--- src/rtl/regfile_scoreboard.sv ---
// Scoreboard of in-flight long-latency destinations; stalls ID on RAW/WAW hazards and offers a drain handshake.
// FP register tracking is present only when REGFILE_SCOREBOARD_FP_EN is defined.
module regfile_scoreboard #(
  parameter int NUM_REGS = 32
) (
  input  logic       clk,
  input  logic       reset_n,
  input  logic [4:0] id_rs1,
  input  logic [4:0] id_rs2,
  input  logic [1:0] id_use_rs,
  input  logic [4:0] id_rd,
  input  logic       id_reg_write,
  input  logic [4:0] id_fp_rs1,
  input  logic [4:0] id_fp_rs2,
  input  logic [4:0] id_fp_rs3,
  input  logic [2:0] id_fp_use_rs,
  input  logic [4:0] id_fp_rd,
  input  logic       id_fp_reg_write,
  input  logic       issue_valid,
  input  logic [4:0] issue_rd,
  input  logic       issue_fp,
  input  logic       cpl_valid,
  input  logic [4:0] cpl_rd,
  input  logic       cpl_fp,
  input  logic       drain_req,
  output logic       stall,
  output logic       drain_ack,
  output logic [6:0] pending_cnt,
  output logic       sb_error
);

`ifdef REGFILE_SCOREBOARD_FP_EN
  localparam logic [6:0] MAX_PEND = 7'd64;
`else
  localparam logic [6:0] MAX_PEND = 7'd32;
`endif

  logic [NUM_REGS-1:0] int_pend;
  logic [NUM_REGS-1:0] int_pend_next;
  logic [NUM_REGS-1:0] int_set;
  logic [NUM_REGS-1:0] int_clr;
  logic                issue_int;
  logic                cpl_int;
  logic                int_dup;
  logic                int_miss;
  logic                int_inc;
  logic                int_dec;
  logic                int_stall;
  logic                fp_dup;
  logic                fp_miss;
  logic                fp_inc;
  logic                fp_dec;
  logic                fp_stall;
  logic                inc;
  logic                dec;
  logic                cnt_err;
  logic [6:0]          cnt_next;

  // x0 is hard-wired, so issues and completions naming it are dropped entirely.
  assign issue_int = issue_valid && !issue_fp && (issue_rd != 5'd0);
  assign cpl_int   = cpl_valid && !cpl_fp && (cpl_rd != 5'd0);

  assign int_set       = issue_int ? (NUM_REGS'(1) << issue_rd) : '0;
  assign int_clr       = cpl_int ? (NUM_REGS'(1) << cpl_rd) : '0;
  assign int_pend_next = (int_pend & ~int_clr) | int_set;

  // A same-register issue and completion leaves the bit set, so the count moves only
  // when a bit actually changes; that keeps pending_cnt equal to the number of set bits.
  assign int_dup  = issue_int && int_pend[issue_rd];
  assign int_miss = cpl_int && !int_pend[cpl_rd];
  assign int_inc  = issue_int && !int_pend[issue_rd];
  assign int_dec  = cpl_int && int_pend[cpl_rd] && !(issue_int && (issue_rd == cpl_rd));

  assign int_stall = (id_use_rs[0] && (id_rs1 != 5'd0) && int_pend[id_rs1]) ||
                     (id_use_rs[1] && (id_rs2 != 5'd0) && int_pend[id_rs2]) ||
                     (id_reg_write && (id_rd != 5'd0) && int_pend[id_rd]);

`ifdef REGFILE_SCOREBOARD_FP_EN
  logic [NUM_REGS-1:0] fp_pend;
  logic [NUM_REGS-1:0] fp_pend_next;
  logic [NUM_REGS-1:0] fp_set;
  logic [NUM_REGS-1:0] fp_clr;
  logic                issue_fpv;
  logic                cpl_fpv;

  assign issue_fpv    = issue_valid && issue_fp;
  assign cpl_fpv      = cpl_valid && cpl_fp;
  assign fp_set       = issue_fpv ? (NUM_REGS'(1) << issue_rd) : '0;
  assign fp_clr       = cpl_fpv ? (NUM_REGS'(1) << cpl_rd) : '0;
  assign fp_pend_next = (fp_pend & ~fp_clr) | fp_set;

  assign fp_dup  = issue_fpv && fp_pend[issue_rd];
  assign fp_miss = cpl_fpv && !fp_pend[cpl_rd];
  assign fp_inc  = issue_fpv && !fp_pend[issue_rd];
  assign fp_dec  = cpl_fpv && fp_pend[cpl_rd] && !(issue_fpv && (issue_rd == cpl_rd));

  assign fp_stall = (id_fp_use_rs[0] && fp_pend[id_fp_rs1]) ||
                    (id_fp_use_rs[1] && fp_pend[id_fp_rs2]) ||
                    (id_fp_use_rs[2] && fp_pend[id_fp_rs3]) ||
                    (id_fp_reg_write && fp_pend[id_fp_rd]);

  always_ff @(posedge clk) begin
    if (!reset_n) fp_pend <= '0;
    else          fp_pend <= fp_pend_next;
  end
`else
  logic unused_fp;
  assign unused_fp = ^{id_fp_rs1, id_fp_rs2, id_fp_rs3, id_fp_use_rs, id_fp_rd, id_fp_reg_write};

  assign fp_dup   = 1'b0;
  assign fp_miss  = 1'b0;
  assign fp_inc   = 1'b0;
  assign fp_dec   = 1'b0;
  assign fp_stall = 1'b0;
`endif

  assign inc   = int_inc || fp_inc;
  assign dec   = int_dec || fp_dec;
  assign stall = int_stall || fp_stall;

  // NOTE: every variable gets a default before any branch so no latch is inferred.
  always_comb begin
    cnt_next = pending_cnt;
    cnt_err  = 1'b0;
    if (inc && !dec) begin
      if (pending_cnt == MAX_PEND) cnt_err  = 1'b1;
      else                         cnt_next = pending_cnt + 7'd1;
    end else if (dec && !inc) begin
      if (pending_cnt == 7'd0) cnt_err  = 1'b1;
      else                     cnt_next = pending_cnt - 7'd1;
    end
  end

  // NOTE: the pending bits are reset like ordinary flops; a stale bit would stall ID forever.
  // NOTE: state is written with non-blocking assignments so all flops update from pre-edge values.
  always_ff @(posedge clk) begin
    if (!reset_n) begin
      int_pend    <= '0;
      pending_cnt <= '0;
      sb_error    <= 1'b0;
      drain_ack   <= 1'b0;
    end else begin
      int_pend    <= int_pend_next;
      pending_cnt <= cnt_next;
      if (int_dup || int_miss || fp_dup || fp_miss || cnt_err) sb_error <= 1'b1;
      drain_ack   <= drain_req && (pending_cnt == 7'd0) && !issue_valid;
    end
  end

endmodule

--- config.mk ---
export PLATFORM = sky130hd
export DESIGN_NAME = regfile_scoreboard
export DESIGN_NICKNAME = d
export VERILOG_FILES = /design/src/rtl/regfile_scoreboard.sv
export SDC_FILE = /design/constraint.sdc
export NUM_CORES = 1
export LEC_CHECK = 0
export ABC_AREA = 1
export BUFFER_PORTS_ARGS = -buffer_cell sky130_fd_sc_hd__clkbuf_2
export CORE_MARGIN = 5
export CORE_UTILIZATION = 63
export CTS_BUF_LIST = sky130_fd_sc_hd__clkbuf_2 sky130_fd_sc_hd__clkbuf_4 sky130_fd_sc_hd__clkbuf_8
export CTS_CLUSTER_DIAMETER = 80
export CTS_CLUSTER_SIZE = 40
export DETAILED_ROUTE_END_ITERATION = 8
export PLACE_DENSITY_LB_ADDON = 0.25
export SYNTH_ARGS = -nofsm -noshare
export SYNTH_HDL_FRONTEND = slang
export SYNTH_SLANG_ARGS = --single-unit
export TNS_END_PERCENT = 10
--- constraint.sdc ---
create_clock -name clk -period 6.4 [get_ports clk]
set_input_delay 1.28 -clock clk [delete_from_list [all_inputs] [get_ports clk]]
set_output_delay 1.28 -clock clk [all_outputs]
set_load 0.02 [all_outputs]
==> results.md, run 1 <==
* Outcome: finished clean
* H-tree levels at 2
* Comb pwr share at 0.349
* Worst setup EP type: flop
* R2R setup slack at 3.22 ns
* Num rows at 28
* All-layer global routing usage at 0.3388
* Max-slew headroom at 0.3242
* Diodes inserted at 0
* EDFF count, synth at 0
* Ys flop type: dfxtp_1
* Clock power frac at 0.250
* CTS tree: done
* Setup_tns at 0 ns
* Vias in the first global route at approximately 4.3k
* RR Startpoint: int_pend[6]
* Pwr Density at around 170 nW/µm²
* Num ports at 69
* CTS max path bufs at 2
* Worst Tran Pin Value at 1.013 ns
* Top cell type's share of synthesized area at 0.2107
* GR Overflow Total at 0
* VDD IR max at around 0.00015 V
* Hold Path Stages at 2
* Cts hold-fix bufs at 0
* Hold Path End: int_pend[11]
* Sequential fraction of the synthesis area at 0.2107
* Layout cells sized above 1 at 0.1053
* Layout Skew at 0.003621 ns
* HP Class: reg -> reg
* Setup Buffers After CTS at 0
* Post-route ant nets at 0
* First-pass GRT wire length at 20910 µm
* Syn Inst Count at 663
* Worst skew pair latency at 0.29 ns
* Horiz. Die Dim at 88.64 µm
* Achievable frequency at 230.5 MHz
* PortBufs at 44
* Final setup fails at 0
* Pint at roughly 0.00043 W
* Clk slew on worst S/H paths at 0.08 ns
* Fin crit period at 4.338 ns
* Multi-input gate area at 2582 µm²
* Asr flop ratio synth at 0
* WL/cell at 17.38 µm
* Sw Share at 0.3824
* Syn. warnings at 0
* Synth area leader: dfxtp_1
* Vias at 4727
* Tcrit/Tclk final at 0.6778
* RSZ-0062 raised after global routing: no
* Die Area at 7857 µm²
* Utilization after layout at 0.6870
* Initial drt markers at roughly 750
* Fin nets at 741
* # fillers at 605
* Commonest non-fill, non-tap cell in the layout: nand2_1
* Synthesis-to-layout area growth at 5.010%
* DP HPWL at 9600 µm
* Die Y at 88.64 µm
* Crit path DAT at 4.52 ns
* Kind of critical path: in -> reg
* Worst EP required at 6.58 ns
* Post-CTS Resized at 0
* Synth Register Bits at 41
* Initial antenna violation count at 0
* Largest net degree at the start of global routing at 34
* Final hold violations at 0
* Worst Reg-to-Reg Cells at 17
* Total Wirelength at 13010 µm
* Initial core utilization at 0.6542
* Routability Congestion at 0.9972
* Crit-path max FO at 16
* Synth Net Count at 730
* Synth Cell Area at 3896 µm²
* Leak at 1.671 nW
* CTS Sinks at 41
* Num CTS Buffers at 5
* P_sw at between 0.0002 and 0.0003 W
* DR vias/cell at 6.311
* Max Slew Vio Count at 0
* Library cells used by synthesis at 41
* Sequential cell area at 820.8 µm²
* DRC viols at 0
* Core area at 5956 µm²
* Min-delay src: int_pend[11]
* Mean post-synth cell area at 5.877 µm²
* Max Cap Violations at 0
* Area contributors post-synth: dfxtp_1 21%, nand2_1 13%, nand3_1 13%
* Initial DRT Pass Iterations at 5
* RR Endpoint: pending_cnt[5]
* CTS root buf: clkbuf_8
* Seq pwr share at 0.401
* Worst setup SP type: primary input
* Commonest non-fill, non-tap cells in the layout: 131 x nand2_1, 98 x nand3_1, 71 x a21oi_1, 70 x o21ai_0, 63 x inv_1
==> power by group through the flow <==
stage / Sequential (W) / Combinational (W) / Clock [W]
finish: 0.000279 / 0.000243 / 0.000174
global route: 0.000281 / 0.000269 / 0.000185
CTS: 0.000279 / 0.000238 / 0.000175
detailed placement: 0.000285 / 0.000237 / 0
global placement: 0.000284 / 0.000229 / 0
floorplan: 0.000294 / 0.000169 / 0
==> worst max-delay path, stage by stage <==
cell and delay (ns):
clkbuf_2 0.21, inv_1 0.40, nand3_2 0.18, o21ai_4 0.47, inv_1 0.11, nand4_1 0.16
ha_1 0.25, inv_1 0.18, ha_1 0.38, a21oi_1 0.17, nand2_1 0.10, a21oi_1 0.14
nor2_1 0.06, nor2_1 0.15, xor2_1 0.17, a21oi_1 0.09
==> per-stage QoR <==
step / worst slack, ns / cells / total power [W] / area [µm²] / hold slack, ns
global route: 1.798 / 749 / 0.0007360 / 4091 / 0.5193
global placement: 1.950 / 742 / 0.0005128 / 4001 / 0.4737
detailed placement: 1.855 / 742 / 0.0005221 / 4001 / 0.4810
CTS: 2.152 / 749 / 0.0006929 / 4091 / 0.4919
floorplan: 2.685 / 663 / 0.0004627 / 3896 / 0.4486
finish: 2.062 / 749 / 0.0006965 / 4091 / 0.4924
==> cell families (layout without fill, tap and decap cells) <==
| logic type | count (synthesis) | in the layout | synth area share |
|---|---|---|---|
| buffers and inverters | 113 | 124 | 0.1265 |
| adders and majority gates | 8 | 8 | 0.02762 |
| DFF | 41 | 41 | 0.2107 |
| and+or+nand+nor | 313 | 313 | 0.3568 |
| AOI/OAI and AO/OA | 179 | 179 | 0.2579 |
| muxes | 1 | 1 | 0.002569 |
| xor gates and xnor gates | 8 | 8 | 0.01798 |
==> area by class of cell <==
class	instances	area share
Sequential cell	41	0.2006
Clock buffer	6	0.02018
Inverter	73	0.06942
Timing Repair Buffer	44	0.05382
Tap cell	75	0.02294
Clock inverter	1	0.001835
Multi-Input combinational cell	509	0.6312
==> routing by layer <==
| layer | global-route usage | wire, µm | vias to the layer above |
|---|---|---|---|
| li1 | - | - | 2272 |
| met3 | 0.05959 | 1506 | 53 |
| met5 | 0 | 0 | - |
| met2 | 0.5479 | 5859 | 327 |
| met1 | 0.4463 | 5207 | 2075 |
| met4 | 0.1360 | 440 | 0 |
==> cells in the mapped netlist (2+ instances only) <==
cell type	n
buf_6	3
nor3_1	13
o21ai_0	70
o31ai_1	15
xor2_1	2
a31oi_1	2
ha_1	7
buf_4	3
nand3_1	98
nand4_1	8
nand2_2	2
o21ai_4	2
nand2_1	131
nand3b_1	2
inv_2	8
nand2_4	2
inv_1	63
nor2_4	2
clkbuf_1	12
buf_2	20
xnor2_1	6
o211ai_1	12
buf_1	2
a21oi_1	71
dfxtp_1	41
nor2_1	51
==> how the worst max path moves through the flow <==
| stage | start | to | slack [ns] | cells after the start |
|---|---|---|---|---|
| global route | cpl_rd[0] | pending_cnt[5] | 1.80 | 18 |
| finish | cpl_rd[3] | pending_cnt[5] | 2.06 | 16 |
| global placement | cpl_rd[3] | pending_cnt[5] | 1.95 | 16 |
| floorplan | issue_rd[0] | pending_cnt[5] | 2.68 | 20 |
| CTS | cpl_rd[0] | pending_cnt[5] | 2.15 | 18 |
| detailed placement | cpl_rd[0] | pending_cnt[5] | 1.86 | 18 |
==> registers in the layout (all words and copies together) (netlist names) <==
signal,flops
int_pend,32
pending_cnt,7
drain_ack,1
sb_error,1
No activity file was read; power rests on OpenSTA's default activity.
==> run 2: changes to the inputs <==
--- a/config.mk
+++ b/config.mk
@@ -5,10 +5,10 @@
 export SDC_FILE = /design/constraint.sdc
 export NUM_CORES = 1
 export LEC_CHECK = 0
-export ABC_AREA = 1
+export ABC_AREA = 0
 export BUFFER_PORTS_ARGS = -buffer_cell sky130_fd_sc_hd__clkbuf_2
 export CORE_MARGIN = 5
-export CORE_UTILIZATION = 63
+export CORE_UTILIZATION = 58
 export CTS_BUF_LIST = sky130_fd_sc_hd__clkbuf_2 sky130_fd_sc_hd__clkbuf_4 sky130_fd_sc_hd__clkbuf_8
 export CTS_CLUSTER_DIAMETER = 80
 export CTS_CLUSTER_SIZE = 40
==> constraint.sdc (replaced) <==
create_clock -name clk -period 4.3 [get_ports clk]
set_input_delay 0.86 -clock clk [delete_from_list [all_inputs] [get_ports clk]]
set_output_delay 0.86 -clock clk [all_outputs]
set_load 0.02 [all_outputs]
==> results.md, run 2 <==
* Pwr Density at 228.2 nW/µm² (+34%)
* Setup Buffers After CTS at 0 (unchanged)
* Ys flop type: dfxtp_1
* Met1 GRT Util at 0.3474 (-0.09890)
* Max Cap Violations at 0 (unchanged)
* VDD IR max at 0.0002115 V (+41%)
* Die Area at 7772 µm² (-1.1%)
* Seq pwr share at 0.450 (+0.049)
* P_sw at 0.0002834 W (+6.4%)
* Cell family with most CP delay: compound AO/OA/AOI/OAI gates
* Routability Congestion at 1.013 (+1.5%)
* Layout cells sized above 1 at 0.2459 (+0.1406)
* Worst-path cell chain: clkbuf_2 > mux4_1 > nor2b_1 > a2111oi_0 > or4_1 > nor2b_1 > ha_1 > inv_1 > fa_1 > a21o_1 > a21oi_1 > o21ai_0 > xnor2_1 > nand2_1 > mux2i_1
* Largest net degree at the start of global routing at 45 (+32%)
* Horiz. Die Dim at 88.16 µm (-0.54%)
* CTS Sinks at 41 (unchanged)
* Most common cell in the netlist: nand2_1
* Commonest non-fill, non-tap cells in the layout: 50 x nand2_1, 45 x o21ai_0, 44 x clkbuf_2, 41 x dfxtp_1, 34 x mux4_2
* Mux share of post-synthesis cell area at 0.2814 (+0.2789)
* Sw Share at 0.3160 (-0.06642)
* Clock power frac at 0.282 (+0.032)
* Sequential fraction of the synthesis area at 0.2316 (+0.02098)
* RR Startpoint: int_pend[4]
* Cell Area, Placed at 3844 µm² (-3.9%)
* Initial DRT Pass Iterations at 6 (+1)
* Met2 global-route usage at 0.4303 (-0.1176)
* Post-route insts no fill at 506 (-32%)
* Bufs and invs on worst path at 2 (-2)
* Top cell type's share of synthesized area at 0.2316 (+0.02098)
* Worst Tran Pin Value at 0.6967 ns (-0.3158 ns)
* Total placed cells including tap cells at 498 (-33%)
* Initial core utilization at 0.5985 (-0.05572)
* Vias at 3352 (-29%)
* Num ports at 69 (unchanged)
* GR Overflow Total at 0 (unchanged)
* Number of flip-flops under the largest register name at 32 (unchanged)
* Biggest regs: int_pend (32), pending_cnt (7)
* Clk slew on worst S/H paths at 0.08 ns (about the same)
* CTS tree: done
* HP Class: reg -> reg
* Most frequent CP cell: nor2b_1
* Commonest non-fill, non-tap cell in the layout: nand2_1
* Hold WS at 0.5110 ns (+0.01868 ns)
* Layout Skew at 0.006135 ns (+0.002513 ns)
* DR vias/cell at 6.625 (+5.0%)
* WL/cell at 19.19 µm (+10%)
* Initial drt markers at 502 (-33%)
* Crit-path max FO at 4 (-12)
* First-pass GRT wire length at 15940 µm (-24%)
* Synth Net Count at 458 (-37%)
* Outcome: finished clean
* Leak at 1.476 nW (-12%)
* GR met3 Demand/Resource at 0.03951 (-0.02008)
* Final hold violations at 0 (unchanged)
* DRC viols at 0 (unchanged)
* Compound-cell area share of the yosys netlist at 0.1917 (-0.06613)
* Synthesis-to-layout area growth at 10.91%
* Vias in the first global route at 3211 (-25%)
* Cts hold-fix bufs at 0 (unchanged)
* Synth Cell Area at 3543 µm² (-9.1%)
* Num rows at 28 (unchanged)
* CTS root buf: clkbuf_8
* CP max-delay cell: mux4_1
* Num CTS Buffers at 5 (unchanged)
* Fin nets at 497 (-33%)
* Asr flop ratio synth at 0 (unchanged)
* Total Wirelength at 9708 µm (-25%)
* Xor/xnor share of the synthesized area at 0.02472 (+0.006734)
* Final setup fails at 0 (unchanged)
* Simple-Gate Fraction of Synth Area at 0.1917 (-0.1650)
* Min-delay src: pending_cnt[6]
* Comb pwr share at 0.268 (-0.081)
* Syn. warnings at 0 (unchanged)
* Final Instance Area at 3930 µm² (-3.9%)
* Main combinational cell family by area after synthesis: multiplexers
* Fin crit period at 3.952 ns
* H-tree levels at 2 (unchanged)
* PortBufs at 44 (unchanged)
* Post-route ant nets at 0 (unchanged)
* Core area at 5921 µm² (-0.59%)
* Adder-Cell Fraction of Synth Area at 0.03037 (+0.002750)
* Worst EP required at 4.52 ns (-2.06 ns)
* RSZ-0062 raised after global routing: no
* Worst setup EP type: flop
* Worst skew pair latency at 0.29 ns (about the same)
* DP HPWL at 7369 µm (-23%)
* Library cells used by synthesis at 44 (+7.3%)
* CP Launch Point: issue_rd[2]
* Synth Register Bits at 41 (unchanged)
* Area contributors post-synth: dfxtp_1 23%, mux4_2 22%, o21ai_0 6.4%
* Post-CTS Resized at 0 (unchanged)
* Tcrit/Tclk final at 0.9191
* Max-slew headroom at 0.5356 (+0.2113)
* Mean post-synth cell area at 9.062 µm² (+54%)
* Setup_tns at 0 ns (unchanged)
* Total power at 0.0008970 W (+29%)
* EDFF count, synth at 0 (unchanged)
* Biggest register: int_pend
* Syn Inst Count at 391 (-41%)
* Die Y at 88.16 µm (-0.54%)
* Critical Path Max Stage Delay at 0.54 ns (+0.07 ns)
* Kind of critical path: in -> reg
* Pint at 0.0006136 W (+43%)
* CTS max path bufs at 2 (unchanged)
* Diodes inserted at 0 (unchanged)
* Initial antenna violation count at 0 (unchanged)
* Max Slew Vio Count at 0 (unchanged)
* Achievable frequency at 253.0 MHz
* Top cells by count, synth: 50 x nand2_1, 45 x o21ai_0, 41 x dfxtp_1
* Synth area leader: dfxtp_1
* Crit path DAT at 4.18 ns (-0.34 ns)
* All-layer global routing usage at 0.2642 (-0.07468)
* Worst setup SP type: primary input
* GR peak layer: met2
## run 2: cell types whose count changed after synthesis, sizes merged, moves of 9 or more
cell,previous run,this run
nand2b,0,9
o21ai,73,45
inv,72,12
buf,28,13
nand3,99,13
mux2i,1,13
o211ai,12,3
mux4,0,37
o31ai,15,0
nand2,135,50
and2,0,12
nor2,54,15
a21oi,71,7
a21boi,0,26
## run 2: logic make-up after synthesis
| kind of cell | count (synthesis) |
|---|---|
| muxes | 52 |
| adders and majority gates | 8 |
| xor gates and xnor gates | 10 |
| AOI/OAI and AO/OA | 105 |
| and+or+nand+nor | 136 |
| DFF | 41 |
| buffers and inverters | 39 |
## run 2: final cells by class
class	instances	area, µm²
clock buffer	6	76.32
clock inverter	2	10.01
fill	507	1991
inverter	12	45.04
multi-input combinational	311	2551
sequential	41	820.8
tap	75	93.84
timing repair buffer	59	332.8
## run 2: worst register-to-register path, delay by kind of cell, from the launching register on
family | cells | cell delay, ns
XOR/XNOR | 1 | 0.14
adder cells (fa/ha/maj) | 2 | 0.62
buffers and inverters | 1 | 0.10
flip-flops | 1 | 0.37
AO/OA/AOI/OAI | 4 | 0.93
multiplexers | 2 | 0.69
AND/OR/NAND/NOR | 4 | 0.67
## run 2: metrics by stage
step	utilization	setup slack [ns]
finish	0.6638	0.3477
global route	0.6638	0.1226
CTS	0.6638	0.3481
detailed placement	0.6492	0.09821
global placement	0.6492	0.1486
floorplan	-	0.3343
## run 2: power groups by stage
| stage | Sequential, W | Clock [W] | Combinational [W] |
|---|---|---|---|
| floorplan | 0.000420 | 0 | 0.000159 |
| global placement | 0.000412 | 0 | 0.000234 |
| detailed placement | 0.000413 | 0 | 0.000238 |
| CTS | 0.000404 | 0.000258 | 0.000240 |
| global route | 0.000406 | 0.000273 | 0.000264 |
| finish | 0.000404 | 0.000253 | 0.000241 |
## run 2: final timing paths
path | to | slack, ns | cells past startpoint
worst max register to register | pending_cnt[6] | 0.72 | 14
worst min-delay path | pending_cnt[6] | 0.51 | 2
worst max-delay path | pending_cnt[6] | 0.35 | 15
worst min register to register | pending_cnt[6] | 0.51 | 2
## run 2: per-layer routing
metal	share of wire	up-vias	wire length, µm
met2	0.48	195	4633
met5	0	-	0
met1	0.40	1563	3886
li1	-	1560	-
met4	0.033	0	317
met3	0.090	34	871
